$ cat src/rtl/ama_riscv_store_shift_mask.sv
// Store-path shift/mask unit: aligns rs2 data to the addressed byte lanes, builds the
// byte write mask, rejects illegal stores and buffers up to two writes toward memory.
module ama_riscv_store_shift_mask #(
    parameter int ERR_CNT_W = 8
) (
    input  logic                 clk,
    input  logic                 rst,
    input  logic                 en,
    output logic                 in_ready,
    input  logic [1:0]           offset,
    input  logic [1:0]           width,
    input  logic [31:0]          data_in,
    output logic                 req_valid,
    input  logic                 mem_ready,
    output logic [31:0]          req_data,
    output logic [3:0]           req_mask,
    output logic                 err,
    output logic [ERR_CNT_W-1:0] err_cnt
);

    typedef enum logic [1:0] {
        ST_EMPTY = 2'd0,
        ST_ONE   = 2'd1,
        ST_TWO   = 2'd2
    } occ_e;

    function automatic logic store_legal(input logic [1:0] w, input logic [1:0] off);
        logic ok;
        case (w)
            2'd0:    ok = 1'b1;
            2'd1:    ok = (off != 2'd3);
            2'd2:    ok = (off == 2'd0);
            default: ok = 1'b0;
        endcase
        return ok;
    endfunction

    function automatic logic [3:0] store_mask(input logic [1:0] w, input logic [1:0] off);
        logic [3:0] m;
        case (w)
            2'd0:    m = 4'b0001 << off;
            2'd1:    m = 4'b0011 << off;
            2'd2:    m = 4'b1111;
            default: m = 4'b0000;
        endcase
        return m;
    endfunction

    // Lanes outside the mask are zeroed so memory never sees leftover rs2 bytes.
    function automatic logic [31:0] store_data(input logic [31:0] d, input logic [1:0] off,
                                               input logic [3:0] m);
        logic [31:0] shifted;
        logic [31:0] res;
        shifted = d << {off, 3'b000};
        for (int k = 0; k < 4; k++) begin
            res[8*k +: 8] = shifted[8*k +: 8] & {8{m[k]}};
        end
        return res;
    endfunction

    occ_e                 state_r;
    occ_e                 state_next_s;
    logic [31:0]          out_data_r;
    logic [3:0]           out_mask_r;
    logic [31:0]          skid_data_r;
    logic [3:0]           skid_mask_r;
    logic                 err_r;
    logic [ERR_CNT_W-1:0] err_cnt_r;

    logic                 accept_s;
    logic                 legal_s;
    logic                 push_s;
    logic                 reject_s;
    logic                 xfer_s;
    logic                 load_out_in_s;
    logic                 load_out_skid_s;
    logic                 load_skid_s;
    logic [3:0]           new_mask_s;
    logic [31:0]          new_data_s;

    assign in_ready   = (state_r != ST_TWO);
    assign req_valid  = (state_r != ST_EMPTY);
    assign req_data   = out_data_r;
    assign req_mask   = out_mask_r;
    assign err        = err_r;
    assign err_cnt    = err_cnt_r;

    assign accept_s   = en && in_ready;
    assign legal_s    = store_legal(width, offset);
    assign push_s     = accept_s && legal_s;
    assign reject_s   = accept_s && !legal_s;
    assign xfer_s     = req_valid && mem_ready;
    assign new_mask_s = store_mask(width, offset);
    assign new_data_s = store_data(data_in, offset, new_mask_s);

    // Occupancy state register.
    always_ff @(posedge clk or posedge rst) begin
        if (rst) begin
            state_r <= ST_EMPTY;
        end else begin
            state_r <= state_next_s;
        end
    end

    // Next occupancy and which entry each incoming/outgoing request lands in.
    always_comb begin
        state_next_s    = state_r;
        load_out_in_s   = 1'b0;
        load_out_skid_s = 1'b0;
        load_skid_s     = 1'b0;
        case (state_r)
            ST_EMPTY: begin
                if (push_s) begin
                    state_next_s  = ST_ONE;
                    load_out_in_s = 1'b1;
                end else begin
                    state_next_s  = ST_EMPTY;
                end
            end
            ST_ONE: begin
                if (push_s && xfer_s) begin
                    state_next_s  = ST_ONE;
                    load_out_in_s = 1'b1;
                end else if (push_s) begin
                    state_next_s  = ST_TWO;
                    load_skid_s   = 1'b1;
                end else if (xfer_s) begin
                    state_next_s  = ST_EMPTY;
                end else begin
                    state_next_s  = ST_ONE;
                end
            end
            ST_TWO: begin
                if (xfer_s) begin
                    state_next_s    = ST_ONE;
                    load_out_skid_s = 1'b1;
                end else begin
                    state_next_s    = ST_TWO;
                end
            end
            default: begin
                state_next_s = ST_EMPTY;
            end
        endcase
    end

    // OUT entry: held stable while memory stalls.
    always_ff @(posedge clk or posedge rst) begin
        if (rst) begin
            out_data_r <= 32'h0000_0000;
            out_mask_r <= 4'b0000;
        end else if (load_out_in_s) begin
            out_data_r <= new_data_s;
            out_mask_r <= new_mask_s;
        end else if (load_out_skid_s) begin
            out_data_r <= skid_data_r;
            out_mask_r <= skid_mask_r;
        end else begin
            out_data_r <= out_data_r;
            out_mask_r <= out_mask_r;
        end
    end

    // SKID entry: validity is carried by the occupancy state.
    always_ff @(posedge clk or posedge rst) begin
        if (rst) begin
            skid_data_r <= 32'h0000_0000;
            skid_mask_r <= 4'b0000;
        end else if (load_skid_s) begin
            skid_data_r <= new_data_s;
            skid_mask_r <= new_mask_s;
        end else begin
            skid_data_r <= skid_data_r;
            skid_mask_r <= skid_mask_r;
        end
    end

    // Error pulse and saturating reject counter.
    always_ff @(posedge clk or posedge rst) begin
        if (rst) begin
            err_r     <= 1'b0;
            err_cnt_r <= {ERR_CNT_W{1'b0}};
        end else begin
            err_r <= reject_s;
            if (reject_s && !(&err_cnt_r)) begin
                err_cnt_r <= err_cnt_r + {{(ERR_CNT_W-1){1'b0}}, 1'b1};
            end else begin
                err_cnt_r <= err_cnt_r;
            end
        end
    end

endmodule

$ cat config.mk
export PLATFORM = sky130hd
export DESIGN_NAME = ama_riscv_store_shift_mask
export DESIGN_NICKNAME = d
export VERILOG_FILES = /design/src/rtl/ama_riscv_store_shift_mask.sv
export SDC_FILE = /design/constraint.sdc
export NUM_CORES = 1
export LEC_CHECK = 0
export BUFFER_PORTS_ARGS = -buffer_cell sky130_fd_sc_hd__buf_4
export CAP_MARGIN = 20
export CORE_MARGIN = 4
export CORE_UTILIZATION = 35
export CTS_CLUSTER_DIAMETER = 200
export CTS_CLUSTER_SIZE = 16
export DETAILED_ROUTE_END_ITERATION = 16
export MAX_ROUTING_LAYER = met4
export PLACE_DENSITY = 0.51
export SYNTH_ARGS = -nofsm -noshare
export SYNTH_HDL_FRONTEND = slang
export SYNTH_SLANG_ARGS = --single-unit
$ cat constraint.sdc
create_clock -name clk -period 4.5 [get_ports clk]
set_input_delay 0.9 -clock clk [delete_from_list [all_inputs] [get_ports clk]]
set_output_delay 0.9 -clock clk [all_outputs]
set_load 0.05 [all_outputs]
After elaboration in Yosys (flattened, before gate mapping). Index checks and enable logic that the tools add are counted.

Input port bits: 40. Logic and storage cells: 54. Output and inout bits: 47. Register bits: 83.

Reductions and logical operators: 14. Add/sub/neg operators: 1. Bitwise operators: 4. Muxes and demuxes: 19. Shift-type cells: 3. Equality and inequality tests: 6.

Operators with widths (count): 32-bit 2-to-1 mux (2); 8-bit bitwise AND (4); 32-bit by 5-bit left shift with 32-bit output (1); 4-bit case mux with 3 select lines (1); 8-bit by 1-bit adder with 8-bit output, second input constant (1); 1-bit 2-to-1 mux (8); 4-bit 2-to-1 mux (2); 8-bit AND reduction (1); 1-bit logical AND (6); 2-bit zero test (3); 2-bit 2-to-1 mux (3); 2-bit case mux with 3 select lines (1); 2-bit by 1-bit == test with 1-bit output, second input constant (2); 2-bit == test, second input constant (2); 2-bit inequality test, second input constant (2); 2-bit nonzero test (2); 1-bit by 2-bit left shift with 4-bit output, first input constant (1); 2-bit by 2-bit left shift with 4-bit output, first input constant (1); 1-bit case mux with 3 select lines (1); 1-bit zero test (2); 1-bit case mux with 2 select lines (1).

Logic depth before layout (Yosys ltp). Gate-level depths: netlist (run 1).

Depth in word-level cells: 7. Depth in mapped cells: 11. Mapped depth without buffers: 8.

Worst setup path after synthesis (run 1). OpenSTA, ideal clock, no wires.

Kind: input to register. Start point: input port width[0]. End point: register out_mask_r[2], in the netlist req_mask[2]. Required time: 4.375 ns. Stages on the path: 10. Library setup time: 0.125 ns. Slack: 1.801 ns. Path buffers: 3. Data arrival time: 2.574 ns. Cells stage by stage: buf_4 inv_1 o21a_1 buf_6 nor2b_1 ha_1 and3b_1 a31oi_4 buf_6 mux2_2.

Word-level cells in the longest chain between the ends: 7. Elaborated cells on any way between the ends: 12. Those cells by class: 2 x eq/ne; 6 x mux; 4 x reduce/logical.

RTL lines: from (decl) (RTL line 11) `input logic [1:0] width,`; 2-bit == test, or another cell as far along (RTL line 29, 40); 1-bit case mux with 3 select lines (RTL line 29) `case (w)`; 1-bit logical AND (RTL line 90) `assign push_s = accept_s && legal_s;`; 1-bit logical AND (RTL line 121) `if (push_s && xfer_s) begin`; 1-bit 2-to-1 mux (RTL line 121); 1-bit case mux with 2 select lines (RTL line 111) `case (state_r)`; 4-bit 2-to-1 mux / 2-bit nonzero test (equally long branches); to (signal assigned) (RTL line 154) `out_mask_r <= new_mask_s;`; to (signal assigned) (RTL line 157) `out_mask_r <= skid_mask_r;`; to (signal assigned) (RTL line 160) `out_mask_r <= out_mask_r;`; to (decl) (RTL line 64) `logic [3:0] out_mask_r;`.

Several ways; a longest one is shown, not always the timed one. A chain may end at the register's enable or synchronous reset.

Final worst setup path (run 1).
Start point: input port offset[0]. End point: register skid_data_r[23].

Word-level cells in the longest chain between the ends: 6. Elaborated cells on any way between the ends: 13. Those cells by class: 1 x eq/ne; 3 x shift; 5 x mux; 1 x bitwise; 3 x reduce/logical.

RTL lines: from (decl) (RTL line 10) `input logic [1:0] offset,`; 2-bit inequality test / 2-bit zero test (equally long branches) (RTL line 31, 32); 1-bit case mux with 3 select lines (RTL line 29); 1-bit logical AND (RTL line 90); 1-bit 2-to-1 mux / 1-bit logical AND (equally long branches) (RTL line 124, 121); 1-bit 2-to-1 mux (RTL line 121); 1-bit 2-to-1 mux (RTL line 111); to (signal assigned) (RTL line 170) `skid_data_r <= new_data_s;`; to (signal assigned) (RTL line 173) `skid_data_r <= skid_data_r;`; to (decl) (RTL line 65) `logic [31:0] skid_data_r;`.

Several ways; a longest one is shown, not always the timed one.

==> results of run 1 <==
-- kinds of logic after synthesis --
logic type      Yosys count  synth area share
compound gates           66           0.09218
xor+xnor                  5           0.01021
mux                     101            0.2427
flops                    83            0.4842
fa+ha+maj                 3          0.008752
simple gates            109            0.1155
buf+inv                  29           0.04638
-- power by group through the flow --
stage / clock, µW / sequential, µW / combinational [µW]
after detailed placement: 0 / 1270 / 1510
after global placement: 0 / 1270 / 1490
after CTS: 767 / 1260 / 1510
final: 748 / 1250 / 1490
after floorplan: 0 / 1790 / 526
after global routing: 797 / 1300 / 1600
-- routing by layer --
metal	vias up	part of all wire
li1	1549	-
met1	1488	0.48
met2	62	0.47
met3	12	0.033
met4	0	0.015
met5	-	0
-- final timing paths --
check	depth (start not counted)	slack, ns	end	start
max	9	1.36	skid_data_r[23]	offset[0]
min	2	0.48	skid_data_r[22]	skid_data_r[22]
max reg2reg	8	1.95	skid_data_r[23]	state_r[0]
min reg2reg	2	0.48	skid_data_r[22]	skid_data_r[22]
max in group asynchronous	3	2.82	skid_data_r[0]	rst
min in group asynchronous	2	0.74	req_mask[2]	rst
-- metrics by stage --
stage,hold WS (ns),setup WS (ns)
after floorplan,0.4492,1.463
after detailed placement,0.4696,0.9914
after CTS,0.4840,1.359
after global routing,0.5098,1.125
final,0.4770,1.356
after global placement,0.4600,1.078
-- cell usage after synthesis (all sizes together) (2+ instances only) --
library cell	number	share of area
clkbuf	8	0.0070
o211ai	8	0.014
o21ai	48	0.056
a21oi	2	0.0023
mux2	24	0.063
nand3b	2	0.0035
nand2b	2	0.0029
inv	4	0.0035
buf	17	0.036
nor2	15	0.013
and3b	2	0.0041
a31oi	2	0.0064
nor2b	4	0.0058
dfrtp	83	0.48
mux2i	77	0.18
nand2	63	0.055
xor2	5	0.010
nor4	3	0.0044
nor4b	2	0.0041
nor3	3	0.0047
and2	8	0.012
a211oi	2	0.0058
nand3	4	0.0047
ha	3	0.0088
-- flip-flops by register name, summed over array words and instances (netlist names) --
name / cells
state_r: 2
err_cnt: 8
skid_mask_r: 4
req_mask: 4
req_data: 32
skid_data_r: 32
err: 1
-- worst max-delay path, stage by stage --
cell      delay [ns]
buf_4           0.24
o21ai_1         0.21
o21a_1          0.39
nor2b_1         0.26
ha_1            0.17
nand3b_1        0.54
buf_4           0.46
nand2_1         0.09
o21ai_0         0.07
-- cell type report --
| cell class | count | area, µm² | share of cell area |
|---|---|---|---|
| clock inverter | 7 | 76.32 | 0.01441 |
| inverter | 4 | 16.27 | 0.003072 |
| clock buffer | 9 | 225.2 | 0.04253 |
| timing repair buffer | 92 | 703.2 | 0.1328 |
| tap | 147 | 183.9 | 0.03474 |
| sequential | 83 | 2077 | 0.3922 |
| multi-input combinational | 284 | 2013 | 0.3802 |
==> impl_metrics.csv, run 1 <==
group,metric,value,unit
clocking,numCtsBuffers,9,
sta,hold_viol,0,
critical_path,crit_required,4.71,ns
placement,postPlaceCellArea,0.004994,mm²
clocking,clock_path_buffers,2,
logic_synthesis,yosysSeqAreaShare,0.4842,
die,chipHeight,118.7,µm
pwr,p_int,1991,µW
clocking,cts_resized,0,
placement,io_buffers,86,
critical_path,cp-end-kind,"register",
sta,fin_crit_sh,0.6986,
cells_and_area,syn_to_final_growth,23.45,%
grt,grt_pass1_vias,3122,
critical_path,worst_setup_path_start_kind,"input port",
logic_synthesis,ys_seq_elements,83,
pwr,power_frac_seq,0.359,
grt,grt_use_met2,0.2405,
die,design.core.area,0.01201,mm²
clocking,path_clk_slew,0.06,ns
logic_synthesis,syn_inst,396,
critical_path,worstSetupPathType,"in2reg",
cells_and_area,drive_gt1_frac,0.2860,
sta,fin_setup_tns,0,ns
pwr,p_comb_frac,0.427,
critical_path,crit_arrival,3.36,ns
drt,drt_wl_total,10.75,mm
drt,drt-vias-per-instance,4.970,
drt,post_drt_wl_per_cell,17.18,µm
logic_synthesis,synthesis.area,0.004289,mm²
grt,grt_max_degree,53,
sta,worst_pin_slew,0.9702,ns
pwr,sw_frac_of_total,0.4295,
pwr,power.density,659.1,mW/mm²
critical_path,crit_path_max_fanout,42,
job,cap_violations,0,
logic_synthesis,synth.distinct_cells,35,
placement,place.gp.congestion,0.7383,
logic_synthesis,yosys_warnings,0,
clocking,h-tree-depth,3,
die,start_util,0.3571,
grt,grt_antenna_before_repair,0,
pwr,peakVddDrop,0.3725,mV
sta,finClkSkew,0.006400,ns
die,rows,40,
drt,drcViolationCount,0,
sta,final-setup-viol-count,0,
logic_synthesis,syn_avg_cell_area,10.83,µm²
grt,grt_util_met3,0.02679,
clocking,ctsHoldBuffers,0,
drt,drt_first_pass_iters,4,
cells_and_area,n_antenna_cell,0,
clocking,root_buffer,"clkbuf_16",
run_status,status,"finished, final reports clean",
cells_and_area,final_area,0.005295,mm²
sta,timing.fmax,318.1,MHz
placement,place_hpwl,7.701,mm
worst_hold_path,hold_class,"reg2reg",
cells_and_area,post_layout_nonfiller_instances,626,
sta,max_slew_margin,0.3347,
grt,use_met1,0.2185,
sta,rsz0062_at_grt,"false",
cells_and_area,utilization,0.4408,
sta,drv_slew,0,
clocking,clk_latency,0.34,ns
pwr,switching_power,1499,µW
drt,dr.first_iter.drc_count,179,
placement,placed_cells,610,
logic_synthesis,ys.flop_type,"dfrtp_1",
logic_synthesis,synth_edf_count,0,
grt,track_usage,0.1598,
cells_and_area,mostFrequentLayoutCells,"91 x buf_4, 83 x dfrtp_1, 77 x mux2i_1",
die,io_pins,87,
die,dieArea,0.01409,mm²
clocking,cts_setup_buffers,0,
cells_and_area,filler_cell_count,1151,
clocking,clock-sinks,83,
pwr,power_leakage,0.002835,µW
grt,grt_pass1_wl,17.28,mm
logic_synthesis,synthArstFlopShare,1.000,
cells_and_area,fin_nets,517,
logic_synthesis,syn-num-nets,439,
drt,vias,3111,
drt,detail-route-antenna-nets,0,
clocking,cts_tree,"done",
cells_and_area,layout_commonest_cell,"buf_4",
pwr,total_power,3490,µW
grt,overflow,0,
sta,fin_crit,3.144,ns
grt,grt-busiest-layer,"met2",
die,die_width,118.7,µm
pwr,clock_power_share,0.214,
No activity file was read; power rests on OpenSTA's default activity.
==> run 2: changes to the inputs <==
PLACE_DENSITY = 0.53   (was 0.51)
clock period = 2.68 ns   (was 4.5 ns; I/O delays follow)
==> impl_metrics.csv, run 2 (same netlist as run 1, synthesis figures left out) <==
group,metric,value,unit
run_status,status,"finished, final reports clean",
clocking,root_buffer,"clkbuf_16",
die,chipHeight,118.7,µm
drt,drt_first_pass_iters,4,
drt,post_drt_wl_per_cell,17.16,µm
die,dieArea,0.01409,mm²
worst_hold_path,hold_class,"in2async",
drt,met2_wirelength,5.371,mm
placement,io_buffers,86,
pwr,switching_power,2503,µW
clocking,clk_latency,0.33,ns
sta,final-setup-viol-count,0,
job,cap_violations,0,
grt,grt_pass1_vias,3212,
drt,drt_wl_total,10.91,mm
grt,grt_antenna_before_repair,0,
sta,hold_viol,0,
drt,dr_wl_met3,359,µm
pwr,total_power,6077,µW
sta,worst_pin_slew,0.6774,ns
cells_and_area,n_antenna_cell,0,
drt,drt-vias-per-instance,4.975,
pwr,p_comb_frac,0.417,
die,io_pins,87,
drt,wl_met1,5.019,mm
critical_path,crit_arrival,2.41,ns
sta,finClkSkew,0.004314,ns
sta,fin_setup_tns,0,ns
placement,place_hpwl,7.976,mm
clocking,clock-sinks,83,
sta,fin_crit,2.157,ns
cells_and_area,layout_commonest_cell,"buf_4",
grt,grt_max_degree,56,
drt,vias,3164,
placement,place.gp.congestion,0.7402,
pwr,p_int,3574,µW
grt,grt_pass1_wl,17.78,mm
pwr,sw_frac_of_total,0.4119,
critical_path,cp_slowest_cell,"dfrtp_1",
critical_path,slowest_delay,0.45,ns
placement,postPlaceCellArea,0.005094,mm²
pwr,power_frac_seq,0.349,
drt,detail-route-antenna-nets,0,
critical_path,crit_required,2.93,ns
pwr,clock_power_share,0.234,
drt,drcViolationCount,0,
drt,top_layer,"met4",
clocking,clock_path_buffers,2,
clocking,cts_tree,"done",
cells_and_area,drive_gt1_frac,0.2965,
cells_and_area,mostFrequentLayoutCells,"99 x buf_4, 83 x dfrtp_1, 77 x mux2i_1",
clocking,cts_setup_buffers,0,
cells_and_area,syn_to_final_growth,26.78,%
clocking,path_clk_slew,0.06,ns
grt,track_usage,0.1647,
pwr,power_leakage,0.002915,µW
sta,fin_crit_sh,0.8047,
placement,placed_cells,620,
sta,max_slew_margin,0.5475,
critical_path,worst_setup_path_start_kind,"register",
critical_path,worst-path-buf-inv,3,
critical_path,cp_top_family,"simple AND/OR/NAND/NOR gates",
grt,overflow,0,
sta,rsz0062_at_grt,"false",
pwr,peakVddDrop,0.6300,mV
sta,drv_slew,0,
drt,dr.first_iter.drc_count,145,
cells_and_area,fin_nets,527,
clocking,cts_resized,0,
critical_path,worstSetupPathType,"reg2reg",
pwr,power.density,1118,mW/mm²
critical_path,worst_path_most_repeated_cell,"inv_1",
sta,timing.fmax,463.7,MHz
die,die_width,118.7,µm
clocking,h-tree-depth,3,
cells_and_area,post_layout_nonfiller_instances,636,
placement,place_ws,0.3237,ns
clocking,numCtsBuffers,9,
die,start_util,0.3571,
die,design.core.area,0.01201,mm²
sta,fin_ws,0.5234,ns
die,rows,40,
cells_and_area,final_area,0.005438,mm²
critical_path,path_cells,"nor2_1 > inv_1 > nand2_1 > inv_1 > ha_1 > and3b_1 > a31oi_4 > buf_12 > mux2i_1",
critical_path,crit_path_max_fanout,24,
clocking,ctsHoldBuffers,0,
critical_path,cp-end-kind,"register",
[run 2: worst paths after layout]
check	from	endpoint	slack, ns	depth (start not counted)
min reg2reg	skid_data_r[27]	skid_data_r[27]	0.48	2
max in group asynchronous	rst	req_data[29]	1.79	3
min in group clk	mem_ready	state_r[1]	0.42	2
min	rst	err_cnt[1]	0.23	2
max	state_r[0]	req_data[20]	0.52	9
max reg2reg	state_r[0]	req_data[20]	0.52	9
[run 2: area by class of cell]
| type | count | area, µm² |
|---|---|---|
| clock buffer | 12 | 246.5 |
| fill | 1172 | 6574 |
| multi-input combinational | 284 | 2013 |
| tap | 147 | 183.9 |
| inverter | 4 | 16.27 |
| timing repair buffer | 102 | 803.3 |
| clock inverter | 4 | 97.59 |
| sequential | 83 | 2077 |
[run 2: stage by stage]
| stage | hold slack (ns) | util |
|---|---|---|
| after detailed placement | 0.4693 | 0.4241 |
| after global placement | 0.4605 | 0.4241 |
| final | 0.2331 | 0.4527 |
| after CTS | 0.2494 | 0.4527 |
| after global routing | 0.2786 | 0.4527 |
| after floorplan | 0.4492 | - |
[run 2: per-layer routing]
metal / GRT usage / vias up
met1: 0.2177 / 1527
li1: - / 1563
met4: 0.06155 / 0
met5: - / -
met2: 0.2583 / 63
met3: 0.02344 / 11
[run 2: power by group through the flow]
stage / Clock [µW] / Sequential [µW] / Combinational (µW)
2_1_floorplan: 0 / 3010 / 882
6_report: 1420 / 2120 / 2530
3_5_place_dp: 0 / 2150 / 2560
4_1_cts: 1450 / 2130 / 2570
5_1_grt: 1510 / 2200 / 2720
3_3_place_gp: 0 / 2140 / 2530
